`config.mk`:
```
export PLATFORM = sky130hd
export DESIGN_NAME = led_uart_reporter
export DESIGN_NICKNAME = d
export VERILOG_FILES = /design/src/rtl/led_uart_pkg.sv /design/src/rtl/led_uart_reporter_uart_tx.sv /design/src/rtl/led_uart_reporter.sv
export SDC_FILE = /design/constraint.sdc
export NUM_CORES = 1
export LEC_CHECK = 0
export ABC_CLOCK_PERIOD_IN_PS = 4800
export CELL_PAD_IN_SITES_DETAIL_PLACEMENT = 0
export CELL_PAD_IN_SITES_GLOBAL_PLACEMENT = 1
export CORE_ASPECT_RATIO = 1.4
export CORE_MARGIN = 8
export CORE_UTILIZATION = 47
export CTS_BUF_LIST = sky130_fd_sc_hd__clkbuf_2 sky130_fd_sc_hd__clkbuf_4 sky130_fd_sc_hd__clkbuf_8
export DETAILED_ROUTE_END_ITERATION = 16
export GPL_ROUTABILITY_DRIVEN = 0
export PLACE_DENSITY = 0.91
export SYNTH_ARGS = -nofsm -noshare
export SYNTH_HDL_FRONTEND = slang
export SYNTH_SLANG_ARGS = --single-unit
```
`constraint.sdc`:
```
create_clock -name clk -period 4.8 [get_ports clk]
set_clock_uncertainty 0.2 [all_clocks]
set_input_delay 0.96 -clock clk [delete_from_list [all_inputs] [get_ports clk]]
set_output_delay 0.96 -clock clk [all_outputs]
set_load 0.1 [all_outputs]
```
`src/rtl/led_uart_pkg.sv`:
```
// Shared constants and helpers for the LED counter UART reporter.
// ASCII hex encoding and a constant-friendly ceil(log2).
package led_uart_pkg;

  localparam int PARITY_NONE = 0;
  localparam int PARITY_EVEN = 1;
  localparam int PARITY_ODD  = 2;

  localparam logic [7:0] ASCII_CR = 8'h0D;
  localparam logic [7:0] ASCII_LF = 8'h0A;

  function automatic logic [7:0] hex_ascii(input logic [3:0] nib);
    if (nib < 4'd10) return 8'h30 + {4'h0, nib};
    return 8'h37 + {4'h0, nib};
  endfunction

  function automatic int clog2(input int v);
    int r;
    r = 0;
    while ((1 << r) < v) r++;
    return r;
  endfunction

endpackage

```
`src/rtl/led_uart_reporter_uart_tx.sv`:
```
// Byte serialiser: start, 8 data bits LSB first, optional parity,
// one or two stop bits; every bit lasts DIV clocks.
module uart_tx_core
  import led_uart_pkg::*;
#(
  parameter int DIV       = 10,
  parameter int PARITY    = 0,
  parameter int STOP_BITS = 1
) (
  input  logic       clk,
  input  logic       reset,
  input  logic [7:0] data,
  input  logic       valid,
  output logic       ready,
  output logic       done,
  output logic       tx
);

  localparam int CW = clog2(DIV);
  localparam logic [CW-1:0] CMAX = CW'(DIV - 1);
  localparam logic [2:0] SB_LAST = 3'(STOP_BITS - 1);

  localparam logic [2:0] S_IDLE  = 3'd0;
  localparam logic [2:0] S_START = 3'd1;
  localparam logic [2:0] S_DATA  = 3'd2;
  localparam logic [2:0] S_PAR   = 3'd3;
  localparam logic [2:0] S_STOP  = 3'd4;

  logic [2:0]    state;
  logic [CW-1:0] cnt;
  logic [2:0]    bitn;
  logic [7:0]    shreg;
  logic          par;
  logic          bit_end;

  assign bit_end = (cnt == CMAX);
  assign ready   = (state == S_IDLE);
  assign done    = (state == S_STOP) && bit_end && (bitn == SB_LAST);

  // Bit sequencer; tx is registered so the line never glitches.
  always_ff @(posedge clk) begin
    if (reset) begin
      state <= S_IDLE;
      cnt   <= '0;
      bitn  <= '0;
      shreg <= '0;
      par   <= 1'b0;
      tx    <= 1'b1;
    end else begin
      cnt <= (state == S_IDLE || bit_end) ? '0 : cnt + 1'b1;
      case (state)
        S_IDLE: begin
          if (valid) begin
            shreg <= data;
            par   <= (PARITY == PARITY_ODD) ? ~^data : ^data;
            state <= S_START;
            tx    <= 1'b0;
          end
        end
        S_START: begin
          if (bit_end) begin
            state <= S_DATA;
            bitn  <= '0;
            tx    <= shreg[0];
          end
        end
        S_DATA: begin
          if (bit_end) begin
            shreg <= shreg >> 1;
            if (bitn == 3'd7) begin
              bitn <= '0;
              if (PARITY != PARITY_NONE) begin
                state <= S_PAR;
                tx    <= par;
              end else begin
                state <= S_STOP;
                tx    <= 1'b1;
              end
            end else begin
              bitn <= bitn + 1'b1;
              tx   <= shreg[1];
            end
          end
        end
        S_PAR: begin
          if (bit_end) begin
            state <= S_STOP;
            tx    <= 1'b1;
          end
        end
        S_STOP: begin
          if (bit_end) begin
            if (bitn == SB_LAST) state <= S_IDLE;
            else bitn <= bitn + 1'b1;
          end
        end
        default: begin
          state <= S_IDLE;
          tx    <= 1'b1;
        end
      endcase
    end
  end

endmodule

```
`src/rtl/led_uart_reporter.sv`:
```
// Free-running LED counter; each new value is reported on a UART
// line as ASCII hex (MSB nibble first) with optional CR LF.
module led_uart_reporter
  import led_uart_pkg::*;
#(
  parameter int CLK_HZ      = 50_000_000,
  parameter int BAUD        = 115_200,
  parameter int CNT_W       = 4,
  parameter int TICK_CYCLES = 50_000_000,
  parameter int PARITY      = 0,
  parameter int STOP_BITS   = 1,
  parameter int SEND_CRLF   = 1
) (
  input  logic             clk,
  input  logic             reset,
  input  logic             en,
  input  logic             hold,
  output logic [CNT_W-1:0] led,
  output logic             tx,
  output logic             busy,
  output logic             overrun
);

  localparam int DIV = CLK_HZ / BAUD;
  localparam int NCH = (CNT_W + 3) / 4;
  localparam int BW  = NCH * 4;
  localparam int PW  = (TICK_CYCLES > 1) ? clog2(TICK_CYCLES) : 1;
  localparam logic [PW-1:0] PMAX = PW'(TICK_CYCLES - 1);
  localparam logic [1:0] IDX_TOP = 2'(NCH - 1);

  localparam logic [1:0] M_IDLE = 2'd0;
  localparam logic [1:0] M_HEX  = 2'd1;
  localparam logic [1:0] M_CR   = 2'd2;
  localparam logic [1:0] M_LF   = 2'd3;

  logic [PW-1:0] pcnt;
  logic          wrap;
  logic          tick_q;
  logic [1:0]    mstate;
  logic          sent;
  logic [1:0]    idx;
  logic [BW-1:0] msg;
  logic [BW-1:0] msg_ext;
  logic [BW-1:0] shifted;
  logic [7:0]    byte_d;
  logic          valid;
  logic          ready;
  logic          done;
  logic          accept;

  assign wrap   = en && (pcnt == PMAX);
  assign busy   = (mstate != M_IDLE);
  assign valid  = busy && !sent;
  assign accept = valid && ready;

  // Prescaler and LED counter; tick_q marks the cycle led is new.
  always_ff @(posedge clk) begin
    if (reset) begin
      pcnt   <= '0;
      led    <= '0;
      tick_q <= 1'b0;
    end else begin
      tick_q <= wrap;
      if (en) pcnt <= wrap ? '0 : pcnt + 1'b1;
      if (wrap) led <= led + 1'b1;
    end
  end

  // Zero-pad the counter to a whole number of nibbles.
  always_comb begin
    msg_ext = '0;
    msg_ext[CNT_W-1:0] = led;
  end

  // Snapshot, overrun flag and message sequencer.
  always_ff @(posedge clk) begin
    if (reset) begin
      mstate  <= M_IDLE;
      sent    <= 1'b0;
      idx     <= '0;
      msg     <= '0;
      overrun <= 1'b0;
    end else begin
      if (tick_q && (busy || hold)) overrun <= 1'b1;
      case (mstate)
        M_IDLE: begin
          if (tick_q && !hold) begin
            msg    <= msg_ext;
            idx    <= IDX_TOP;
            sent   <= 1'b0;
            mstate <= M_HEX;
          end
        end
        M_HEX: begin
          if (done) begin
            sent <= 1'b0;
            if (idx == 2'd0)
              mstate <= (SEND_CRLF != 0) ? M_CR : M_IDLE;
            else
              idx <= idx - 1'b1;
          end else if (accept) begin
            sent <= 1'b1;
          end
        end
        M_CR: begin
          if (done) begin
            sent   <= 1'b0;
            mstate <= M_LF;
          end else if (accept) begin
            sent <= 1'b1;
          end
        end
        M_LF: begin
          if (done) begin
            sent   <= 1'b0;
            mstate <= M_IDLE;
          end else if (accept) begin
            sent <= 1'b1;
          end
        end
        default: mstate <= M_IDLE;
      endcase
    end
  end

  // Byte offered to the serialiser in the current state.
  always_comb begin
    shifted = msg >> {idx, 2'b00};
    byte_d  = hex_ascii(shifted[3:0]);
    if (mstate == M_CR) byte_d = ASCII_CR;
    else if (mstate == M_LF) byte_d = ASCII_LF;
  end

  uart_tx_core #(
    .DIV       (DIV),
    .PARITY    (PARITY),
    .STOP_BITS (STOP_BITS)
  ) u_tx (
    .clk   (clk),
    .reset (reset),
    .data  (byte_d),
    .valid (valid),
    .ready (ready),
    .done  (done),
    .tx    (tx)
  );

endmodule

```
==> results_dict.tcl, run 1 <==
set metrics [dict create \
    grt_use_total_pct 15.6 \
    start_util_pct 48.2 \
    tns_ns 0 \
    synth_edf_count 0 \
    ys_types 53 \
    syn_inst 397 \
    r2r-start "pcnt[7]$_SDFFE_PP0P_" \
    ir_worst_vdd_uv 149 \
    vias_per_cell 5.82 \
    rows 36 \
    cts_root_buffer "clkbuf_8" \
    cts.repair.resized 0 \
    rsz0062_at_grt "no" \
    clkTransAtPathRegs_ns 0.07 \
    drive_gt1_share_pct 6.42 \
    io_pins 11 \
    maxSlewHeadroom_pct 28.2 \
    clock_latency_ns 0.33 \
    layout_min_cycle_time_ns 3.64 \
    yosysWarnings 0 \
    vias 2910 \
    die_w_um 87.3 \
    worstPathMaxFanout 8 \
    numPortBuffers 10 \
    grt_pass1_wl_mm 12.8 \
    first_iter_violations 168 \
    status "complete, no violations" \
    syn-num-nets 414 \
    yosys-top-cells-count "64 x dfxtp_1, 38 x nor2_1, 35 x a21oi_1" \
    cp.required_ns 3.64 \
    grt_pass1_vias 2797 \
    worstMarginPinSlew_ns 1.07 \
    fill_cells 688 \
    synth_largest_area_cell "dfxtp_1" \
    multiInputGateArea_um2 1920 \
    setup_viol 0 \
    ys.flop_type "dfxtp_1" \
    drv_slew 0 \
    rr_worst_depth 4 \
    dr.pass1.iters 4 \
    synth_most_common_cell "dfxtp_1" \
    drc 0 \
    nets 417 \
    synth_seq_cells 64 \
    cts_tree "built" \
    whs_path_depth 2 \
    r2r_slack_ns 2.06 \
    power_density_nw_per_um2 273 \
    min_to "overrun$_SDFFE_PP0P_" \
    timing.final.crit_share_pct 75.8 \
    worst_r2r_endpoint "pcnt[19]$_SDFFE_PP0P_" \
    h-tree-depth 3 \
    clock_path_buffers 2 \
    synth_top_area_share_pct 38.3 \
    avgSynthCellArea_um2 8.42 \
    fin_util_pct 53.0 \
    register_area_um2 1280 \
    async_flop_share_pct 0 \
    maxCapViolCount 0 \
    totalWireLength_mm 7.25 \
    hp-start "overrun$_SDFFE_PP0P_" \
    grt_overflow_total 0 \
    die_y_um 116 \
    synth_seq_area_share_pct 38.3 \
    setup.worst_path.end_class "output port" \
    coreArea_um2 6940 \
    final_hold_viol_count 0 \
    n_antenna_cell 0 \
    post-cts-setup-buffers 0 \
    hp-class "reg2reg" \
    clock-sinks 64 \
    arrival_ns 2.48 \
    antenna_left 0 \
    p_leak_nw 1.19 \
    holdBufCountCts 0 \
    hpwl_mm 5.20 \
    synth_area_um2 3340 \
    fmax_mhz 275 \
    syn_to_final_growth_pct 10.0 \
    synth_area_leaders "dfxtp_1 38%, a21oi_1 5.2%, ha_1 4.9%, nor2_1 4.3%, or4_1 3.1%" \
    cts_buffers 9 \
    routedWlPerCell_um 14.5 \
    critPathKind "reg2out" \
    antenna_found_initial 0 \
    die-area_um2 10100 \
    startpoint_type "flop" \
    grt_max_degree 33 \
]
[placed cells by master, fill, tap and decap left out, types with 4 or more instances in the layout]
cell type	instances
a21oi_1	35
and2_1	4
and4_1	5
clkbuf_8	9
clkdlybuf4s50_1	10
dfxtp_1	64
ha_1	13
inv_1	15
mux2i_1	7
nand2_1	27
nand2b_1	5
nand3_1	16
nand3b_1	4
nand4_1	15
nor2_1	38
nor2b_1	5
nor3_1	7
o211ai_1	4
o21ai_0	17
o31ai_1	13
or3_1	6
or4_1	14
xnor2_1	9
xor2_1	10
[worst max-delay path: stages (launching register included)]
cell             delay, ns
dfxtp_1               0.46
inv_1                 0.13
ha_1                  0.27
inv_1                 0.13
clkdlybuf4s50_1       1.15
[per-stage QoR]
step	hold slack, ns	setup slack, ns	area, um2	instances	power, mW
5_1_grt	0.293	0.991	3680	500	1.04
6_report	0.256	1.16	3680	500	1.00
3_5_place_dp	0.244	1.23	3490	484	0.562
2_1_floorplan	0.229	2.27	3340	397	0.557
4_1_cts	0.258	1.12	3680	500	1.02
3_3_place_gp	0.235	1.30	3490	484	0.562
[area by class of cell]
| type | count | share of cell area, % |
|---|---|---|
| clock buffer | 12 | 3.98 |
| clock inverter | 4 | 1.22 |
| inverter | 15 | 1.53 |
| multi-input combinational | 299 | 52.3 |
| sequential | 64 | 34.8 |
| tap | 95 | 3.23 |
| timing repair buffer | 11 | 2.93 |
[kinds of logic after synthesis]
kind of cell	share of synthesized area (%)
fa+ha+maj	4.87
xor+xnor	4.98
buf+inv	4.16
simple gates	28.5
mux	2.43
flops	38.3
compound gates	16.7
[metal layers]
| layer | wire length [um] | track usage [%] | up-vias |
|---|---|---|---|
| li1 | - | - | 1474 |
| met1 | 3080 | 16.8 | 1382 |
| met2 | 3810 | 28.1 | 43 |
| met3 | 238 | 2.91 | 11 |
| met4 | 119 | 7.37 | 0 |
| met5 | 0 | 0 | - |
[registers in the layout, indices dropped and copies added, names as in the netlist]
signal and count:
pcnt 26, u_tx.cnt 9, u_tx.shreg 7, led 4
msg 4, u_tx.bitn 3, u_tx.state 3, idx 2
mstate 2, overrun 1, sent 1, tick_q 1
u_tx.tx 1
[worst max path at each step]
stage / endpoint / cells after the start / slack [ns] / startpoint
after floorplan: busy / 3 / 2.27 / mstate[1]$_SDFFE_PP0P_
after global placement: pcnt[8]$_SDFFE_PP0P_ / 5 / 1.30 / en
after detailed placement: pcnt[8]$_SDFFE_PP0P_ / 5 / 1.23 / en
after CTS: busy / 4 / 1.12 / mstate[1]$_SDFFE_PP0P_
after global routing: busy / 4 / 0.99 / mstate[1]$_SDFFE_PP0P_
final: busy / 4 / 1.16 / mstate[1]$_SDFFE_PP0P_
[report_power, final]
group	internal [mW]	switching, mW	leakage (nW)
logic	0.00562	0.0113	0.574
registers	0.532	0.00105	0.516
clock network	0.255	0.199	0.104
total	0.793	0.211	1.19
Note: power is estimated with default switching activity, not from simulation.
==> run 2: changes to the inputs <==
--- a/config.mk
+++ b/config.mk
@@ -5,7 +5,7 @@
 export SDC_FILE = /design/constraint.sdc
 export NUM_CORES = 1
 export LEC_CHECK = 0
-export ABC_CLOCK_PERIOD_IN_PS = 4800
+export ABC_CLOCK_PERIOD_IN_PS = 3500
 export CELL_PAD_IN_SITES_DETAIL_PLACEMENT = 0
 export CELL_PAD_IN_SITES_GLOBAL_PLACEMENT = 1
 export CORE_ASPECT_RATIO = 1.4
==> constraint.sdc (replaced) <==
create_clock -name clk -period 3.5 [get_ports clk]
set_clock_uncertainty 0.2 [all_clocks]
set_input_delay 0.7 -clock clk [delete_from_list [all_inputs] [get_ports clk]]
set_output_delay 0.7 -clock clk [all_outputs]
set_load 0.1 [all_outputs]
==> run 2 against run 1 <==
Effect of this change:
- hold slack got worse by 0.00096 ns
- non-clock buffer count is 3 higher
- first-iteration DRC count rose by 7.1%
- global-route usage down 0.35 points
- total power is 41% higher
- combinational power is 47% higher
- critical path depth grew 1
- sequential power rose by 37%
- register-to-register slack got worse by 1.0 ns
- count of clock-buffer cells in the layout fell by 2
- setup slack lost 0.30 ns
- critical path type is now in2reg
==> results_dict.tcl, run 2 (synthesis gave the netlist of run 1 again) <==
set metrics [dict create \
    start_util_pct 48.2 \
    numPortBuffers 10 \
    holdBufCountCts 0 \
    antenna_left 0 \
    grt_max_degree 32 \
    tns_ns 0 \
    cts_buffers 9 \
    hp-class "reg2reg" \
    grt_pass1_wl_mm 12.3 \
    maxCapViolCount 0 \
    top_register "pcnt" \
    die_w_um 87.3 \
    timing.final.crit_share_pct 75.5 \
    final_hold_viol_count 0 \
    worstPathMaxFanout 13 \
    cp.required_ns 3.58 \
    cts_tree "built" \
    startpoint_type "primary input" \
    h-tree-depth 3 \
    setup_viol 0 \
    r2r-start "u_tx.state[2]$_SDFFE_PP0P_" \
    routedWlPerCell_um 14.3 \
    worstMarginPinSlew_ns 0.777 \
    post-cts-setup-buffers 0 \
    layout_min_cycle_time_ns 2.64 \
    drc 0 \
    drv_slew 0 \
    clock_path_buffers 2 \
    fin_util_pct 53.3 \
    ir_worst_vdd_uv 261 \
    clkTransAtPathRegs_ns 0.08 \
    totalWireLength_mm 7.22 \
    final_common_cell "dfxtp_1" \
    fmax_mhz 379 \
    rows 36 \
    syn_to_final_growth_pct 10.6 \
    io_pins 11 \
    grt_use_total_pct 15.2 \
    finalPower_mw 1.41 \
    reg_top3 "pcnt (26), u_tx.cnt (9), u_tx.shreg (7)" \
    clock-sinks 64 \
    status "complete, no violations" \
    clock_latency_ns 0.35 \
    crit_path_end "pcnt[21]$_SDFFE_PP0P_" \
    drive_gt1_share_pct 8.82 \
    power_density_nw_per_um2 382 \
    vias_per_cell 5.79 \
    die_y_um 116 \
    die-area_um2 10100 \
    rsz0062_at_grt "no" \
    first_iter_violations 180 \
    setup.worst_path.end_class "flop" \
    arrival_ns 2.72 \
    rr_worst_depth 4 \
    largest_reg_flops 26 \
    worst_r2r_endpoint "idx[1]$_SDFFE_PP0P_" \
    dr.pass1.iters 4 \
    cts_root_buffer "clkbuf_8" \
    nets 420 \
    hpwl_mm 5.08 \
    antenna_found_initial 0 \
    most-common-layout-cells "64 x dfxtp_1, 38 x nor2_1, 35 x a21oi_1, 27 x nand2_1, 17 x o21ai_0" \
    coreArea_um2 6940 \
    vias 2914 \
    maxSlewHeadroom_pct 47.7 \
    r2r_slack_ns 1.06 \
    grt_overflow_total 0 \
    p_leak_nw 1.22 \
    grt_pass1_vias 2729 \
    n_antenna_cell 0 \
    cts.repair.resized 0 \
    critPathKind "in2reg" \
    worstSetupStartpoint "en" \
]
[run 2: per-layer routing]
metal  global-route usage, %  vias to the layer above  part of all wire [%]
met1                    16.1                     1387                    43
met3                    2.91                       11                   2.3
met5                       0                        -                     0
met2                    27.3                       37                    52
met4                    8.53                        0                   2.1
li1                        -                     1479                     -
[run 2: per-stage QoR]
step | std cells | instance area [um2] | hold WS [ns] | worst slack [ns]
final | 503 | 3700 | 0.255 | 0.859
after global routing | 503 | 3700 | 0.278 | 0.710
after CTS | 503 | 3700 | 0.258 | 0.866
after detailed placement | 487 | 3490 | 0.245 | 0.497
after global placement | 487 | 3490 | 0.237 | 0.539
after floorplan | 397 | 3340 | 0.229 | 1.23
[run 2: how the worst min path moves through the flow]
| stage | start | end | cells after the start |
|---|---|---|---|
| 2_1_floorplan | u_tx.shreg[3]$_SDFFE_PP0P_ | u_tx.shreg[3]$_SDFFE_PP0P_ | 2 |
| 3_3_place_gp | u_tx.shreg[3]$_SDFFE_PP0P_ | u_tx.shreg[3]$_SDFFE_PP0P_ | 2 |
| 3_5_place_dp | u_tx.shreg[3]$_SDFFE_PP0P_ | u_tx.shreg[3]$_SDFFE_PP0P_ | 2 |
| 4_1_cts | u_tx.shreg[3]$_SDFFE_PP0P_ | u_tx.shreg[3]$_SDFFE_PP0P_ | 2 |
| 5_1_grt | u_tx.shreg[6]$_SDFFE_PP0P_ | u_tx.shreg[6]$_SDFFE_PP0P_ | 2 |
| 6_report | u_tx.shreg[6]$_SDFFE_PP0P_ | u_tx.shreg[6]$_SDFFE_PP0P_ | 2 |
[run 2: critical path, stage by stage]
cell	delay, ns
clkdlybuf4s50_1	0.56
and4_1	0.32
nand4_1	0.40
or4_1	0.60
a21oi_1	0.14
[run 2: area by class of cell]
cell class	count	area, um2
Multi-Input combinational cell	299	1920
Clock inverter	6	67.6
Sequential cell	64	1280
Tap cell	95	119
Timing Repair Buffer	14	113
Fill cell	688	3240
Inverter	15	56.3
Clock buffer	10	138
[run 2: power by group]
group	internal (mW)	switching, mW	leakage (nW)	total (mW)
sequential	0.729	0.00159	0.516	0.731
clock	0.350	0.305	0.0989	0.655
combinational	0.00845	0.0164	0.602	0.0249
total	1.09	0.323	1.22	1.41
